`src/rtl/dmem_bridge_if.sv`:
```
// rtl/dmem_bridge_if.sv - external memory bus between the data-memory bridge and the memory
interface dmem_bridge_if;
   logic        bus_req;
   logic        bus_we;
   logic [31:0] bus_addr;
   logic [31:0] bus_wdata;
   logic        bus_ack;
   logic [31:0] bus_rdata;

   modport master (
      output bus_req,
      output bus_we,
      output bus_addr,
      output bus_wdata,
      input  bus_ack,
      input  bus_rdata
   );

   modport slave (
      input  bus_req,
      input  bus_we,
      input  bus_addr,
      input  bus_wdata,
      output bus_ack,
      output bus_rdata
   );
endinterface

```
`src/rtl/dmem_bridge.sv`:
```
// rtl/dmem_bridge.sv - stalls the M stage while a load/store runs on a slow ack-based memory bus
module dmem_bridge #(
   parameter int unsigned TIMEOUT  = 255,
   parameter logic [31:0] ERR_DATA = 32'hDEADBEEF
) (
   input  logic               clk,
   input  logic               reset,
   input  logic               memreadm,
   input  logic               memwritem,
   input  logic [31:0]        aluoutm,
   input  logic [31:0]        writedatam,
   output logic [31:0]        readdatam,
   output logic               stallm,
   output logic               err,
   dmem_bridge_if.master      bus
);

   // Wide enough to hold TIMEOUT itself, since the counter steps onto it in the abort cycle.
   localparam int CW = $clog2(TIMEOUT + 1);
   localparam logic [CW-1:0] CNT_LAST = CW'(TIMEOUT - 1);

   typedef enum logic [1:0] {
      IDLE = 2'd0,
      REQ  = 2'd1,
      DONE = 2'd2
   } state_t;

   state_t        state;
   state_t        state_nxt;
   logic [CW-1:0] cnt;
   logic          access;
   logic          ack_hit;
   logic          timed_out;
   logic          issue;

   assign access = memreadm | memwritem;
   assign issue  = (state == IDLE) && access;

   // Next state, stall and bus request; DONE exists so the released pipeline never re-issues.
   always_comb begin
      state_nxt    = state;
      stallm       = 1'b0;
      bus.bus_req  = 1'b0;
      ack_hit      = 1'b0;
      timed_out    = 1'b0;
      case (state)
         IDLE: begin
            if (access) begin
               stallm    = 1'b1;
               state_nxt = REQ;
            end
         end
         REQ: begin
            stallm      = 1'b1;
            bus.bus_req = 1'b1;
            if (bus.bus_ack) begin
               ack_hit   = 1'b1;
               state_nxt = DONE;
            end else if (cnt == CNT_LAST) begin
               timed_out = 1'b1;
               state_nxt = DONE;
            end
         end
         DONE: begin
            state_nxt = IDLE;
         end
         default: begin
            state_nxt = IDLE;
         end
      endcase
      // Reset held low must not freeze the pipeline even if an access is presented.
      if (!reset) begin
         stallm      = 1'b0;
         bus.bus_req = 1'b0;
      end
   end

   // State register; asynchronous reset aborts any in-flight access at once.
   always_ff @(posedge clk or negedge reset) begin
      if (!reset) begin
         state <= IDLE;
      end else begin
         state <= state_nxt;
      end
   end

   // Request fields are latched once at issue and held until the next issue.
   always_ff @(posedge clk or negedge reset) begin
      if (!reset) begin
         bus.bus_addr  <= 32'h0;
         bus.bus_wdata <= 32'h0;
         bus.bus_we    <= 1'b0;
      end else if (issue) begin
         bus.bus_addr  <= {aluoutm[31:2], 2'b00};
         bus.bus_wdata <= writedatam;
         bus.bus_we    <= memwritem;
      end
   end

   // Wait counter: cleared when entering REQ, counts every REQ cycle.
   always_ff @(posedge clk or negedge reset) begin
      if (!reset) begin
         cnt <= '0;
      end else if (issue) begin
         cnt <= '0;
      end else if (state == REQ) begin
         cnt <= cnt + CW'(1);
      end
   end

   // Load data: bus data on a read ack, the error pattern on abort, otherwise held.
   always_ff @(posedge clk or negedge reset) begin
      if (!reset) begin
         readdatam <= 32'h0;
      end else if (timed_out) begin
         readdatam <= ERR_DATA;
      end else if (ack_hit && !bus.bus_we) begin
         readdatam <= bus.bus_rdata;
      end
   end

   // Sticky error: conflicting read+write, misaligned address, or bus timeout.
   always_ff @(posedge clk or negedge reset) begin
      if (!reset) begin
         err <= 1'b0;
      end else if (timed_out ||
                   (issue && ((memreadm && memwritem) || (aluoutm[1:0] != 2'b00)))) begin
         err <= 1'b1;
      end
   end

endmodule
```
`src/flat_wrapper.sv`:
```
// flat-port wrapper written by rule: the top's interface ports become plain ports
module dmem_bridge_flat 
#(
   parameter int unsigned TIMEOUT  = 255,
   parameter logic [31:0] ERR_DATA = 32'hDEADBEEF
)
  (clk, reset, memreadm, memwritem, aluoutm, writedatam, readdatam, stallm, err, bus_bus_req, bus_bus_we, bus_bus_addr, bus_bus_wdata, bus_bus_ack, bus_bus_rdata);
  dmem_bridge_if bus_i ();
  input  logic clk;
  input  logic reset;
  input  logic memreadm;
  input  logic memwritem;
  input  logic [31:0] aluoutm;
  input  logic [31:0] writedatam;
  output logic [31:0] readdatam;
  output logic stallm;
  output logic err;
  output wire logic [$bits(bus_i.bus_req)-1:0] bus_bus_req;
  output wire logic [$bits(bus_i.bus_we)-1:0] bus_bus_we;
  output wire logic [$bits(bus_i.bus_addr)-1:0] bus_bus_addr;
  output wire logic [$bits(bus_i.bus_wdata)-1:0] bus_bus_wdata;
  input wire logic [$bits(bus_i.bus_ack)-1:0] bus_bus_ack;
  input wire logic [$bits(bus_i.bus_rdata)-1:0] bus_bus_rdata;
  assign bus_bus_req = bus_i.bus_req;
  assign bus_bus_we = bus_i.bus_we;
  assign bus_bus_addr = bus_i.bus_addr;
  assign bus_bus_wdata = bus_i.bus_wdata;
  assign bus_i.bus_ack = bus_bus_ack;
  assign bus_i.bus_rdata = bus_bus_rdata;
  dmem_bridge #(.TIMEOUT(TIMEOUT), .ERR_DATA(ERR_DATA)) u_core (.clk(clk), .reset(reset), .memreadm(memreadm), .memwritem(memwritem), .aluoutm(aluoutm), .writedatam(writedatam), .readdatam(readdatam), .stallm(stallm), .err(err), .bus(bus_i));
endmodule
```
`config.mk`:
```
export PLATFORM = sky130hd
export DESIGN_NAME = dmem_bridge_flat
export DESIGN_NICKNAME = d
export VERILOG_FILES = /design/src/rtl/dmem_bridge_if.sv /design/src/rtl/dmem_bridge.sv /design/src/flat_wrapper.sv
export SDC_FILE = /design/constraint.sdc
export NUM_CORES = 1
export LEC_CHECK = 0
export CAP_MARGIN = 0
export CORE_MARGIN = 5
export CORE_UTILIZATION = 37
export DETAILED_ROUTE_END_ITERATION = 10
export PLACE_DENSITY = 0.81
export REMOVE_ABC_BUFFERS = 1
export SLEW_MARGIN = 20
export SYNTH_ARGS = -nofsm -noshare
export SYNTH_HDL_FRONTEND = slang
export SYNTH_SLANG_ARGS = --single-unit
export TNS_END_PERCENT = 10
```
`constraint.sdc`:
```
create_clock -name clk -period 1.6 [get_ports clk]
set_input_delay 0.24 -clock clk [delete_from_list [all_inputs] [get_ports clk]]
set_output_delay 0.24 -clock clk [all_outputs]
set_load 0.02 [all_outputs]
```
==> results of run 1 <==
## stage by stage
step | power [W] | utilization, % | setup TNS, ps
global placement | 0.0116 | 57.2 | -12950
floorplan | 0.00817 | - | -94050
finish | 0.0145 | 61.9 | -8.20
detailed placement | 0.0118 | 57.2 | -16810
global route | 0.0153 | 61.9 | -1620
CTS | 0.0144 | 60.7 | -973
## worst max-delay path by stage
stage / from / end / cells past startpoint
global route: u_core.state[1] / u_core.readdatam[23] / 5
finish: u_core.state[1] / u_core.bus.bus_addr[6] / 5
CTS: u_core.state[0] / stallm / 3
floorplan: u_core.bus.bus_we / u_core.readdatam[0] / 3
detailed placement: memreadm / u_core.bus.bus_wdata[16] / 5
global placement: memreadm / u_core.bus.bus_addr[5] / 5
## layout make-up
cell class	instances	area, sq um
Clock inverter	7	87.6
Tap cell	143	179
Inverter	2	7.51
Timing Repair Buffer	225	2380
Clock buffer	9	225
Multi-Input combinational cell	207	1600
Sequential cell	106	2650
Fill cell	904	4390
## flip-flops by register name, summed over array words and instances (netlist names)
register and flops:
u_core.readdatam 32, u_core.bus.bus_addr 30, u_core.err 1, u_core.cnt 8
u_core.bus.bus_wdata 32, u_core.bus.bus_we 1, u_core.state 2
## critical path, cell delays in order (launching register included)
cell and delay (ps):
dfrtp_1 410, or2_4 270, nor2_4 100, buf_12 150, clkbuf_16 210, mux2_2 340
## cells in the final DEF, fill, tap and decap left out, types with 2 or more instances in the layout
| cell type | n |
|---|---|
| nand3_1 | 5 |
| dlymetal6s2s_1 | 18 |
| buf_4 | 16 |
| nand3_2 | 20 |
| buf_12 | 6 |
| clkdlybuf4s50_1 | 174 |
| mux2_2 | 50 |
| dlygate4sd2_1 | 3 |
| buf_16 | 2 |
| mux2_4 | 9 |
| a21oi_1 | 8 |
| dfrtp_1 | 106 |
| conb_1 | 2 |
| o21ai_0 | 7 |
| ha_1 | 2 |
| inv_6 | 2 |
| clkinvlp_4 | 2 |
| clkbuf_16 | 11 |
| mux2i_1 | 5 |
| a211o_1 | 2 |
| buf_6 | 2 |
| mux2_1 | 3 |
| nor2_1 | 3 |
| inv_1 | 2 |
| nand2_1 | 67 |
| o211ai_1 | 2 |
| nand4_1 | 4 |
| and3_1 | 2 |
## power groups by stage
stage	sequential [W]	combinational (W)	clock [W]
3_3_place_gp	0.00464	0.00696	0
4_1_cts	0.00466	0.00741	0.00234
3_5_place_dp	0.00471	0.00713	0
2_1_floorplan	0.00612	0.00205	0
6_report	0.00466	0.00757	0.00229
5_1_grt	0.00484	0.00803	0.00243
## routing by layer
metal  global-route usage (%)  vias to the layer above
li1                         -                     1584
met1                     21.0                     1679
met2                     28.9                      141
met3                     5.21                       22
met4                     6.37                        4
met5                        0                        -
## cell families after synthesis
group,after synthesis,synth area share (%)
simple gates,112,14.2
flops,106,60.7
mux,67,17.1
compound gates,24,3.41
buf+inv,23,3.81
fa+ha+maj,2,0.573
other cells,1,0.0859
## repair_timing
item | CTS | global route
hold buffers | 1 | 0
endpoints found under the hold margin | 1 | 0
gates resized for setup | 12 | 32
buffers inserted | 3 | 1
cloned | 2 | 2
endpoints found under the setup margin | 73 | 105
pin swaps | 2 | 2
==> results.md, run 1 <==
* Psw at 0.00531 W
* DR iter-0 viols at 189
* Slew HR at 62.6%
* Yosys cell types at 38
* Max-cap check violation count at 0
* Path depth of the worst reg2reg path at 5
* Die width at 119 um
* GPL Wtd Cong at 0.783
* Fraction of power consumed by sequential logic at 32.1%
* Starting density of the core at 37.9%
* Cell Rows at 39
* Most common flop cell mapped by yosys: dfrtp_1
* Critical Path AT at 1830 ps
* CTS H-tree depth at 3
* Vias in the first global route at 3653
* Achievable Freq at 624 MHz
* DRC at 0
* Register area share after synthesis at 60.7%
* Global Route Usage Sum at 17.2%
* Inserted Clock Buffers at 9
* Drt first pass iters at 4
* Crit Path Category: flip-flop to flip-flop
* Power per cell area at 2040 mW/mm^2
* Post-route cell area at 0.00713 sq mm
* Clock Power Share at 15.8%
* Gate power share at 52.1%
* Area growth syn-to-layout at 63.3%
* Vias per cell at 4.91
* Post-Route WL at 12700 um
* Worst r2r src: u_core.state[1]
* Met2 WL at 6290 um
* # IOs at 201
* List of most frequent post-synthesis cells: 106 x dfrtp_1, 67 x nand2_1, 58 x mux2_2
* Slew Viols, Final at 0
* Worst Hold Class: primary input to async pin
* Final HPWL DP at 8710 um
* Post-placement cell area at 0.00658 sq mm
* Final setup fails at 3
* Mapped Cells at 335
* Clock transition at path regs at 80 ps
* Clock Skews at 7.57 ps
* Startpoint Class: flip-flop
* RSZ-0062 raised after global routing: true
* Antenna Cells at 0
* Hold Vio Cnt, Final at 0
* Initial antenna violation count at 2
* CP Max Fanout at 15
* Mapped cell area at 0.00437 sq mm
* Final period util at 100%
* Clock tree sinks at 106
* Placed cells at 674
* TritonCTS clock tree: done
* Setup ws final at -3.71 ps
* Root Buffer: clkbuf_16
* PortBufs at 198
* Wirelength per Cell at 18.1 um
* Synth Warn # at 0
* Synth async-reset ratio at 100%
* WL met1 at 5260 um
* Final #Nets at 654
* R2r setup slk at -4 ps
* Syn avg cell area at 13.0 sq um
* Synth top area share at 60.7%
* Total grt overflow at 0
* Cell taking the most area after synthesis: dfrtp_1
* Final Non-Filler Cells at 699
* Die height at 119 um
* Clk buf depth at 2
* WP data required at 1830 ps
* Worst-Margin Slew at 561 ps
* DR WL met3 at 827 um
* Via count at 3430
* Remaining antenna violation count at 0
* Std-Cell Core Area at 0.0115 sq mm
* Count leader, synth: dfrtp_1
* Status: complete, but fails checks
* DP Worst Slack at -250 ps
* Flops & latches, synth at 106
* Share of cells above drive strength 1 at 23.2%
* Worst Hold Slack at 280 ps
* Pin count of the biggest net entering global routing at 106
* Internal power at 0.00922 W
* Die area at 0.0141 sq mm
* Ranking of synthesized cells by area: dfrtp_1 61%, mux2_2 15%, nand2_1 5.8%, nand3_2 4.6%, buf_4 1.4%
* First-pass GRT wire length at 19500 um
* Clk_lat worst skew at 340 ps
* Post-synth EDFFs at 0
* CP Capture Type: flip-flop
* Switching Share at 36.5%
* Leakage at 3.31 nW
* Reg2reg end: u_core.bus.bus_addr[6]
* Top Metal Used: met5
* Violated checks: setup timing
* Worst vdd rail ir drop at 0.764 mV
* Final Critical Period at 1600 ps
(Power assumes the default switching activity.)
==> run 2, diff against run 1 <==
CAP_MARGIN = unset   (was 0)
clock period = 1.37 ns   (was 1.6 ns; I/O delays follow)
==> run 2 against run 1 <==
Against the previous run: the flow finishes with violations (hold timing, setup timing); total power up 19%; critical endpoint is now u_core.readdatam[25]; combinational power up 24%; critical path type unchanged; flip-flop and latch count unchanged; design area up 4.3%; wire length up 10%; fmax down 2.8%; worst hold slack worse by 290 ps; clock power up 6%; die area unchanged; setup slack worse by 280 ps; clock skew down 2.7 ps; highest routed layer unchanged; non-clock buffer count up 16.
==> results.md, run 2 (same netlist as run 1, synthesis figures left out) <==
* Worst-Margin Slew at 548 ps (was 561 ps)
* Worst Hold Slack at -6.83 ps (was 280 ps)
* Final Non-Filler Cells at 715 (was 699)
* Slew Viols, Final at 0 (unchanged)
* Most frequent cells in the layout: 106 x dfrtp_1, 99 x clkdlybuf4s50_1, 95 x dlygate4sd2_1 (was 174 x clkdlybuf4s50_1, 106 x dfrtp_1, 67 x nand2_1)
* Die area at 0.0141 sq mm (unchanged)
* WP data required at 1640 ps (was 1830 ps)
* Std-Cell Core Area at 0.0115 sq mm (unchanged)
* Drt first pass iters at 4 (unchanged)
* Remaining antenna violation count at 0 (unchanged)
* Via count at 3530 (was 3430)
* Power per cell area at 2320 mW/mm^2 (was 2040 mW/mm^2)
* Crit Path Category: flip-flop to flip-flop (unchanged)
* DR iter-0 viols at 261 (was 189)
* Final period util at 120% (was 100%)
* Starting density of the core at 37.9% (unchanged)
* Root Buffer: clkbuf_16 (unchanged)
* Placed cells at 681 (was 674)
* Area growth syn-to-layout at 70.3% (was 63.3%)
* Clk_lat worst skew at 340 ps (about the same)
* Final setup fails at 99 (was 3)
* Post-Route WL at 14000 um (was 12700 um)
* Setup ws final at -279 ps (was -3.71 ps)
* Share of cells above drive strength 1 at 27.4% (was 23.2%)
* Inserted Clock Buffers at 9 (unchanged)
* Wirelength per Cell at 19.5 um (was 18.1 um)
* Critical Path AT at 1920 ps (was 1830 ps)
* Initial antenna violation count at 2 (unchanged)
* Reg2reg end: u_core.readdatam[25] (was u_core.bus.bus_addr[6])
* GPL Wtd Cong at 0.774 (was 0.783)
* CP Capture Type: flip-flop (unchanged)
* Final #Nets at 670 (was 654)
* Clock tree sinks at 106 (unchanged)
* Final HPWL DP at 8770 um (was 8710 um)
* Vias per cell at 4.94 (was 4.91)
* First-pass GRT wire length at 21000 um (was 19500 um)
* Violated checks: hold timing, setup timing (was setup timing)
* Last element of the critical path: u_core.readdatam[25] (was u_core.bus.bus_addr[6])
* Cell Rows at 39 (unchanged)
* RSZ-0062 raised after global routing: true (unchanged)
* TritonCTS clock tree: done (unchanged)
* # IOs at 201 (unchanged)
* Clock Skews at 4.88 ps (was 7.57 ps)
* Antenna Cells at 0 (unchanged)
* Pin count of the biggest net entering global routing at 106 (unchanged)
* Max-cap check violation count at 0 (unchanged)
* Total grt overflow at 0 (unchanged)
* Worst r2r src: u_core.state[1] (unchanged)
* Vias in the first global route at 3670 (was 3653)
* Layout fillers at 897 (was 904)
* CP Max Fanout at 12 (was 15)
* Slew HR at 63.5% (was 62.6%)
* Final Critical Period at 1650 ps (was 1600 ps)
* CTS H-tree depth at 3 (unchanged)
* Clock transition at path regs at 70 ps (was 80 ps)
* PortBufs at 198 (unchanged)
* Clk buf depth at 2 (unchanged)
* Path depth of the worst reg2reg path at 6 (was 5)
* Global Route Usage Sum at 18.9% (was 17.2%)
* Biggest regs: u_core.bus.bus_wdata: 32 flops, u_core.readdatam: 32 flops, u_core.bus.bus_addr: 30 flops (unchanged)
* Status: complete, but fails checks (unchanged)
* Critical Path Start: u_core.state[1] (unchanged)
* DRC at 0 (unchanged)
* Most common cell after layout, fill and taps aside: dfrtp_1 (was clkdlybuf4s50_1)
* Pwr Total at 0.0173 W (was 0.0145 W)
* R2r setup slk at -280 ps (was -4 ps)
* Die height at 119 um (unchanged)
* Leakage at 3.62 nW (was 3.31 nW)
* Worst vdd rail ir drop at 1.11 mV (was 0.764 mV)
* Hold Vio Cnt, Final at 4 (was 0)
* Startpoint Class: flip-flop (unchanged)
* Achievable Freq at 606 MHz (was 624 MHz)
* Worst Hold Class: primary input to async pin (unchanged)
* Die width at 119 um (unchanged)
[run 2: cell count changes in the layout (fill, tap and decap cells not counted), moves of 3 or more]
| cell | change |
|---|---|
| buf_4 | +7 |
| mux2_4 | +53 |
| buf_16 | +4 |
| clkdlybuf4s50_1 | -75 |
| a21oi_2 | +4 |
| dlymetal6s2s_1 | -18 |
| dlygate4sd2_1 | +92 |
| a21oi_1 | -4 |
| mux2_2 | -50 |
| buf_6 | +3 |
| mux2_1 | -3 |
[run 2: worst min path at each step]
| stage | to | slack [ps] | from | cells after the start |
|---|---|---|---|---|
| after global placement | u_core.bus.bus_we | 20 | reset | 1 |
| final | u_core.bus.bus_addr[27] | -7 | reset | 2 |
| after floorplan | u_core.bus.bus_addr[10] | -90 | reset | 0 |
| after CTS | u_core.bus.bus_addr[22] | 10 | reset | 2 |
| after detailed placement | u_core.bus.bus_we | 20 | reset | 1 |
| after global routing | u_core.bus.bus_addr[23] | 50 | reset | 2 |
[run 2: final cells by class]
cell class,instances,area [sq um],share of cell area [%]
Clock buffer,10,229,3.08
Clock inverter,6,50.0,0.673
Inverter,2,7.51,0.101
Multi-Input combinational cell,207,1860,25.0
Sequential cell,106,2650,35.7
Tap cell,143,179,2.41
Timing Repair Buffer,241,2460,33.1
[run 2: worst max-delay path: stages, from the launching register on]
cell	delay (ps)
dfrtp_1	420
buf_4	150
buf_4	140
nand2b_4	140
or4_4	480
buf_12	190
nand3_1	70
[run 2: metal layers]
layer / GRT usage, % / vias to the layer above / routed length, um
li1: - / 1620 / -
met1: 24.7 / 1746 / 5980
met2: 31.4 / 144 / 6900
met3: 4.82 / 16 / 891
met4: 5.21 / 4 / 163
met5: 0 / - / 21
[run 2: repair_timing]
item                                    4_1_cts  5_1_grt
resized for setup                           160       34
cloned                                        6        2
buffers inserted                              6        3
hold buffers                                  1        0
pin swaps                                     6        1
endpoints found under the setup margin      195      101
hold endpoints to repair                      1        0
[run 2: metrics by stage]
stage	setup TNS (ps)	area (sq um)	setup slack (ps)	utilization (%)
floorplan	-116140	4210	-1840	-
global placement	-32690	6640	-407	57.6
detailed placement	-38040	6640	-467	57.6
CTS	-20090	7230	-265	62.8
global route	-27100	7440	-323	64.6
finish	-23470	7440	-279	64.6
[run 2: report_power, final]
part / internal (W) / switching (W)
combinational: 0.00483 / 0.00456
sequential: 0.00461 / 0.000831
clock: 0.00126 / 0.00117
total: 0.0107 / 0.00656
